--- src/rtl/oam_dma_if.sv ---
// CPU-side and memory-map-side signals of the sprite DMA controller.
// The controller uses the slave view; the CPU core and memory-map side use the master view.
interface oam_dma_if;
    logic        cpu_ce;
    logic        cpu_cs_n;
    logic        cpu_rd;
    logic        cpu_wr;
    logic [15:0] cpu_addr;
    logic [7:0]  cpu_wdata;
    logic [7:0]  mem_rdata;
    logic        bus_cs_n;
    logic        bus_rd;
    logic        bus_wr;
    logic [15:0] bus_addr;
    logic [7:0]  bus_wdata;
    logic        cpu_rdy;
    logic        dma_active;
    logic        dma_done;

    modport slave (
        input  cpu_ce, cpu_cs_n, cpu_rd, cpu_wr, cpu_addr, cpu_wdata, mem_rdata,
        output bus_cs_n, bus_rd, bus_wr, bus_addr, bus_wdata, cpu_rdy, dma_active, dma_done
    );

    modport master (
        output cpu_ce, cpu_cs_n, cpu_rd, cpu_wr, cpu_addr, cpu_wdata, mem_rdata,
        input  bus_cs_n, bus_rd, bus_wr, bus_addr, bus_wdata, cpu_rdy, dma_active, dma_done
    );
endinterface

--- src/rtl/oam_dma_controller.sv ---
// Sprite DMA sequencer and CPU-bus arbiter: passes the CPU bus through while idle, and on a
// trigger write stalls the CPU and copies one 256-byte page to the PPU OAM data port.
module oam_dma_controller #(
    parameter logic [15:0] TRIGGER_ADDR  = 16'h4014,
    parameter logic [15:0] OAM_DATA_ADDR = 16'h2004
) (
    input  logic      clk,
    input  logic      rst,
    oam_dma_if.slave  io
);
    localparam int unsigned ADDR_W = 16;
    localparam int unsigned DATA_W = 8;

    typedef enum logic [2:0] {
        S_IDLE  = 3'd0,
        S_HALT  = 3'd1,
        S_ALIGN = 3'd2,
        S_READ  = 3'd3,
        S_WRITE = 3'd4
    } state_e;

    state_e              state_q, state_d;
    logic [DATA_W-1:0]   idx_q, idx_d;
    logic [DATA_W-1:0]   page_q, page_d;
    logic [DATA_W-1:0]   data_q, data_d;
    logic                odd_q, odd_d;
    logic                dma_done_q, dma_done_d;
    logic                trigger_c;

    logic                bus_cs_n_c;
    logic                bus_rd_c;
    logic                bus_wr_c;
    logic [ADDR_W-1:0]   bus_addr_c;
    logic [DATA_W-1:0]   bus_wdata_c;

    assign trigger_c = io.cpu_ce & io.cpu_wr & ~io.cpu_cs_n & (io.cpu_addr == TRIGGER_ADDR);

    // Sequencer: everything except the done pulse advances only on CPU-cycle boundaries.
    always_comb begin
        state_d    = state_q;
        idx_d      = idx_q;
        page_d     = page_q;
        data_d     = data_q;
        odd_d      = odd_q;
        dma_done_d = 1'b0;
        if (io.cpu_ce) begin
            odd_d = ~odd_q;
            case (state_q)
                S_IDLE: begin
                    if (trigger_c) begin
                        page_d  = io.cpu_wdata;
                        idx_d   = '0;
                        state_d = S_HALT;
                    end
                end
                // An odd HALT means the following cycle is already even, so no alignment cycle.
                S_HALT:  state_d = odd_q ? S_READ : S_ALIGN;
                S_ALIGN: state_d = S_READ;
                S_READ: begin
                    data_d  = io.mem_rdata;
                    state_d = S_WRITE;
                end
                S_WRITE: begin
                    idx_d = idx_q + DATA_W'(1);
                    if (idx_q == {DATA_W{1'b1}}) begin
                        state_d    = S_IDLE;
                        dma_done_d = 1'b1;
                    end else begin
                        state_d = S_READ;
                    end
                end
                default: state_d = S_IDLE;
            endcase
        end
    end

    // Bus mux: CPU pass-through in IDLE, DMA source read / OAM write otherwise.
    always_comb begin
        bus_cs_n_c  = 1'b1;
        bus_rd_c    = 1'b0;
        bus_wr_c    = 1'b0;
        bus_addr_c  = {page_q, idx_q};
        bus_wdata_c = data_q;
        case (state_q)
            S_IDLE: begin
                bus_cs_n_c  = io.cpu_cs_n;
                bus_rd_c    = io.cpu_rd;
                bus_wr_c    = io.cpu_wr;
                bus_addr_c  = io.cpu_addr;
                bus_wdata_c = io.cpu_wdata;
            end
            S_READ: begin
                bus_cs_n_c = 1'b0;
                bus_rd_c   = 1'b1;
            end
            S_WRITE: begin
                bus_cs_n_c = 1'b0;
                bus_wr_c   = 1'b1;
                bus_addr_c = OAM_DATA_ADDR;
            end
            default: ;
        endcase
    end

    always_ff @(posedge clk) begin
        if (rst) begin
            state_q    <= S_IDLE;
            idx_q      <= '0;
            page_q     <= '0;
            data_q     <= '0;
            odd_q      <= 1'b0;
            dma_done_q <= 1'b0;
        end else begin
            state_q    <= state_d;
            idx_q      <= idx_d;
            page_q     <= page_d;
            data_q     <= data_d;
            odd_q      <= odd_d;
            dma_done_q <= dma_done_d;
        end
    end

    assign io.bus_cs_n   = bus_cs_n_c;
    assign io.bus_rd     = bus_rd_c;
    assign io.bus_wr     = bus_wr_c;
    assign io.bus_addr   = bus_addr_c;
    assign io.bus_wdata  = bus_wdata_c;
    assign io.cpu_rdy    = (state_q == S_IDLE);
    assign io.dma_active = (state_q != S_IDLE);
    assign io.dma_done   = dma_done_q;

endmodule

--- src/flat_wrapper.sv ---
// flat-port wrapper written by rule: the top's interface ports become plain ports
module oam_dma_controller_flat 
#(
    parameter logic [15:0] TRIGGER_ADDR  = 16'h4014,
    parameter logic [15:0] OAM_DATA_ADDR = 16'h2004
)
  (clk, rst, io_cpu_ce, io_cpu_cs_n, io_cpu_rd, io_cpu_wr, io_cpu_addr, io_cpu_wdata, io_mem_rdata, io_bus_cs_n, io_bus_rd, io_bus_wr, io_bus_addr, io_bus_wdata, io_cpu_rdy, io_dma_active, io_dma_done);
  oam_dma_if io_i ();
  input  logic clk;
  input  logic rst;
  input wire logic [$bits(io_i.cpu_ce)-1:0] io_cpu_ce;
  input wire logic [$bits(io_i.cpu_cs_n)-1:0] io_cpu_cs_n;
  input wire logic [$bits(io_i.cpu_rd)-1:0] io_cpu_rd;
  input wire logic [$bits(io_i.cpu_wr)-1:0] io_cpu_wr;
  input wire logic [$bits(io_i.cpu_addr)-1:0] io_cpu_addr;
  input wire logic [$bits(io_i.cpu_wdata)-1:0] io_cpu_wdata;
  input wire logic [$bits(io_i.mem_rdata)-1:0] io_mem_rdata;
  output wire logic [$bits(io_i.bus_cs_n)-1:0] io_bus_cs_n;
  output wire logic [$bits(io_i.bus_rd)-1:0] io_bus_rd;
  output wire logic [$bits(io_i.bus_wr)-1:0] io_bus_wr;
  output wire logic [$bits(io_i.bus_addr)-1:0] io_bus_addr;
  output wire logic [$bits(io_i.bus_wdata)-1:0] io_bus_wdata;
  output wire logic [$bits(io_i.cpu_rdy)-1:0] io_cpu_rdy;
  output wire logic [$bits(io_i.dma_active)-1:0] io_dma_active;
  output wire logic [$bits(io_i.dma_done)-1:0] io_dma_done;
  assign io_i.cpu_ce = io_cpu_ce;
  assign io_i.cpu_cs_n = io_cpu_cs_n;
  assign io_i.cpu_rd = io_cpu_rd;
  assign io_i.cpu_wr = io_cpu_wr;
  assign io_i.cpu_addr = io_cpu_addr;
  assign io_i.cpu_wdata = io_cpu_wdata;
  assign io_i.mem_rdata = io_mem_rdata;
  assign io_bus_cs_n = io_i.bus_cs_n;
  assign io_bus_rd = io_i.bus_rd;
  assign io_bus_wr = io_i.bus_wr;
  assign io_bus_addr = io_i.bus_addr;
  assign io_bus_wdata = io_i.bus_wdata;
  assign io_cpu_rdy = io_i.cpu_rdy;
  assign io_dma_active = io_i.dma_active;
  assign io_dma_done = io_i.dma_done;
  oam_dma_controller #(.TRIGGER_ADDR(TRIGGER_ADDR), .OAM_DATA_ADDR(OAM_DATA_ADDR)) u_core (.clk(clk), .rst(rst), .io(io_i));
endmodule
--- config.mk ---
export PLATFORM = sky130hd
export DESIGN_NAME = oam_dma_controller_flat
export DESIGN_NICKNAME = d
export VERILOG_FILES = /design/src/rtl/oam_dma_if.sv /design/src/rtl/oam_dma_controller.sv /design/src/flat_wrapper.sv
export SDC_FILE = /design/constraint.sdc
export NUM_CORES = 1
export LEC_CHECK = 0
export CAP_MARGIN = 40
export CORE_MARGIN = 4
export CORE_UTILIZATION = 39
export DETAILED_ROUTE_END_ITERATION = 10
export PLACE_DENSITY = 0.86
export SETUP_SLACK_MARGIN = 0.3
export SYNTH_ARGS = -nofsm -noshare
export SYNTH_HDL_FRONTEND = slang
export SYNTH_SLANG_ARGS = --single-unit
--- constraint.sdc ---
create_clock -name clk -period 1.9 [get_ports clk]
set_input_delay 0.57 -clock clk [delete_from_list [all_inputs] [get_ports clk]]
set_output_delay 0.57 -clock clk [all_outputs]
set_load 0.01 [all_outputs]
==> results by group <==
Run
  • Total of max-cap violations: 0

Critical path
  • Startpoint Class: register
  • R2r worst-path depth: 8
  • Highest-delay cell along the critical path: or3_4
  • CP required: 1.33 ns
  • CP peak stage delay: 0.48 ns
  • Crit path from: u_core.state_q[1]
  • Crit-path max FO: 6
  • CP Class: register to primary output
  • Flop2flop setup slack: -0.08 ns
  • FF-to-FF End: u_core.page_q[1]
  • Crit-path cells: or3_4, buf_8, buf_6, o22a_1, buf_2
  • Worst r2r src: u_core.state_q[1]
  • CP arrival: 1.67 ns
  • Endpoint type of the worst setup path: primary output

Die
  • Row count: 23
  • Initial core utilization: between 40% and 50%
  • Core Box Area: 4140 um2
  • Die Area: 5540 um2
  • I/O pin total: 68
  • Chip Height: 74.4 um
  • Die Span X: 74.4 um

Clock network
  • Hold buffers post-CTS: 0
  • Htree depth: 2
  • Worst-Skew Late Latency: 0.28 ns
  • Max clock buf depth: 2
  • CTS tree: built
  • CTS clock-pin slew for the worst setup and hold paths: 0.07 ns
  • Clk root buf: clkbuf_8
  • CTS Buf Count: 5
  • CTS Sinks: 29

STA
  • Worst Tran Pin Value: 0.398 ns
  • Max Clk Rate: ~0.45 GHz
  • Fin. Hold Viols: 0
  • Worst Skew: roughly 0.0040 ns
  • Fin crit period: about 2.2 ns
  • Final worst-path cycle share: 118%
  • PnR worst setup slack: -0.337 ns
  • Endpoints failing setup: 35
  • RSZ-0062 raised after global routing: true
  • Max-slew headroom: 73.4%
  • Slew Viols, Final: 0
  • WHS: between 0.4 and 0.5 ns

Finish
  • Nets: 384
  • Final cell count without fillers: 396
  • Antenna diodes: 0
  • Layout area overhead: 89.4%
  • Layout cells sized above 1: 49.7%

Routing
  • Routed len/inst: just under 20 um
  • First DRT Iteration DRCs: 221
  • Routed vias/inst: around 5.8
  • Pre-antenna DRT Iters: 5
  • Post-DRT Antenna Nets: 0
  • Via Count: 2297
  • DR DRC count: 0
  • Drt total wl: 7640 um

Hold path
  • Worst hold start: u_core.data_q[6]
  • Worst hold stages: 2
  • Hold/Removal Path Class: register to register
  • Hold endpoint: u_core.data_q[6]

Synth
  • Syn_area_per_cell: 7.82 um2
  • Syn Nets: approximately 260
  • Synth top area share: ~34%
  • Asr flop ratio synth: 0%
  • Synth Flop Type: dfxtp_1
  • Register area share after synthesis: roughly a third
  • Synth Cell Area: between 1500 and 2000 um2
  • Synth Register Bits: 29
  • Synth area leader: dfxtp_1
  • Synth area leaders: dfxtp_1 (34%), nand2_1 (11%), nand2b_1 (8.0%)
  • Ys Warns: 0
  • Synth cell count leaders: nand2_1 (52), dfxtp_1 (29), nand2b_1 (22)
  • Most common cell in the netlist: nand2_1
  • EDFF count, synth: 0
  • Cells after Synth: 220
  • Netlist cell types: 39

GRT
  • Vias in the first global route: 2237
  • GRT overflow: 0
  • Largest net degree at the start of global routing: 19
  • Antenna violations before repair: 0
  • Total Routing Usage GR: around a quarter
  • First-pass GRT wire length: 11100 um

Power
  • Pleak: 1.39 nW
  • Overall Power: around 0.0014 W
  • Pwr dens: 437 nW/um2
  • Max VDD drop: 524 uV

Place
  • IO buf count: between 60 and 70
  • Inst Count DP: approximately 360
  • HPWL after DPL: ~4100 um
  • RePlAce Congestion: 0.842
  • Pre-CTS setup slack: -0.488 ns

Run status
  • Violated checks: negative setup slack
  • Outcome: finished, violations left
-- final cells by class --
class                           count  area, um2
Fill cell                         251        886
Tap cell                           50       62.6
Clock inverter                      3       17.5
Timing Repair Buffer              130       1150
Sequential cell                    29        587
Inverter                            4       27.5
Multi-Input combinational cell    173       1320
Timing Repair inverter              2       20.0
Clock buffer                        5       68.8
-- what timing repair did --
| item | in CTS | in global routing |
|---|---|---|
| setup buffers | 24 | 4 |
| pin swaps | 26 | 21 |
| hold endpoints to repair | 0 | 0 |
| endpoints found under the setup margin | 58 | 47 |
| resized for setup | 190 | 54 |
| cloned | 2 | 0 |
-- sequential cells by signal (all words and copies together) (netlist names) --
name                count
u_core.data_q           8
u_core.state_q          3
u_core.odd_q            1
u_core.idx_q            8
u_core.io.dma_done      1
u_core.page_q           8
-- routing by layer --
layer	global-route usage, %	vias up	part of all wire [%]
li1	-	1027	-
met1	32.3	1112	40
met2	45.5	128	49
met3	6.22	30	8.6
met4	7.31	0	2.6
met5	0	-	0
-- cell families (layout without fill, tap and decap cells) --
family / Yosys count / count (layout) / synth area share (%)
compound gates: 52 / 52 / 20.2
xor+xnor: 1 / 1 / 0.509
fa+ha+maj: 1 / 1 / 0.727
buf+inv: 18 / 144 / 5.24
flops: 29 / 29 / 33.7
mux: 10 / 10 / 5.89
simple gates: 109 / 109 / 33.7
-- through the flow --
step	area, um2	util, %	setup TNS, ns
finish	3260	78.6	-7.05
global placement	2730	65.9	-16.41
CTS	3100	74.8	-6.27
floorplan	1850	-	0
detailed placement	2730	65.9	-17.38
global route	3260	78.6	-8.43
-- worst max-delay path: cells and delay by family, from the launching register on --
family,cells,cell delay [ns]
buffers and inverters,3,0.44
AO/OA/AOI/OAI,1,0.15
AND/OR/NAND/NOR,1,0.48
flip-flops,1,0.32
-- cell usage in the layout (no fill, tap or decap), types with 4 or more instances in the layout --
cell type,n
buf_2,19
clkdlybuf4s15_1,4
dfxtp_1,24
nand2b_1,22
buf_6,30
nand2_2,19
a21oi_1,17
clkdlybuf4s50_1,17
dfxtp_2,5
o211ai_1,5
nor3_1,4
mux2i_1,6
clkbuf_2,4
dlygate4sd2_1,8
clkbuf_8,5
nand2_4,6
nand2_1,28
nor2_1,4
buf_4,40
a22o_1,12
-- worst max path at each step --
stage,end,slack (ns),cells past startpoint
3_5_place_dp,io_bus_cs_n,-0.49,4
5_1_grt,io_bus_addr[13],-0.37,5
4_1_cts,io_bus_addr[13],-0.31,5
6_report,io_bus_addr[13],-0.34,5
2_1_floorplan,io_bus_addr[0],0.11,6
3_3_place_gp,io_bus_addr[13],-0.45,3
-- report_power, final --
group / internal, W / leakage, nW / switching, W / total (W)
sequential: 0.000610 / 0.236 / 0.00000144 / 0.000612
combinational: 0.000182 / 1.11 / 0.000133 / 0.000316
clock: 0.000252 / 0.0439 / 0.000246 / 0.000498
total: 0.00104 / 1.39 / 0.000381 / 0.00143
No activity file was read; power rests on OpenSTA's default activity.
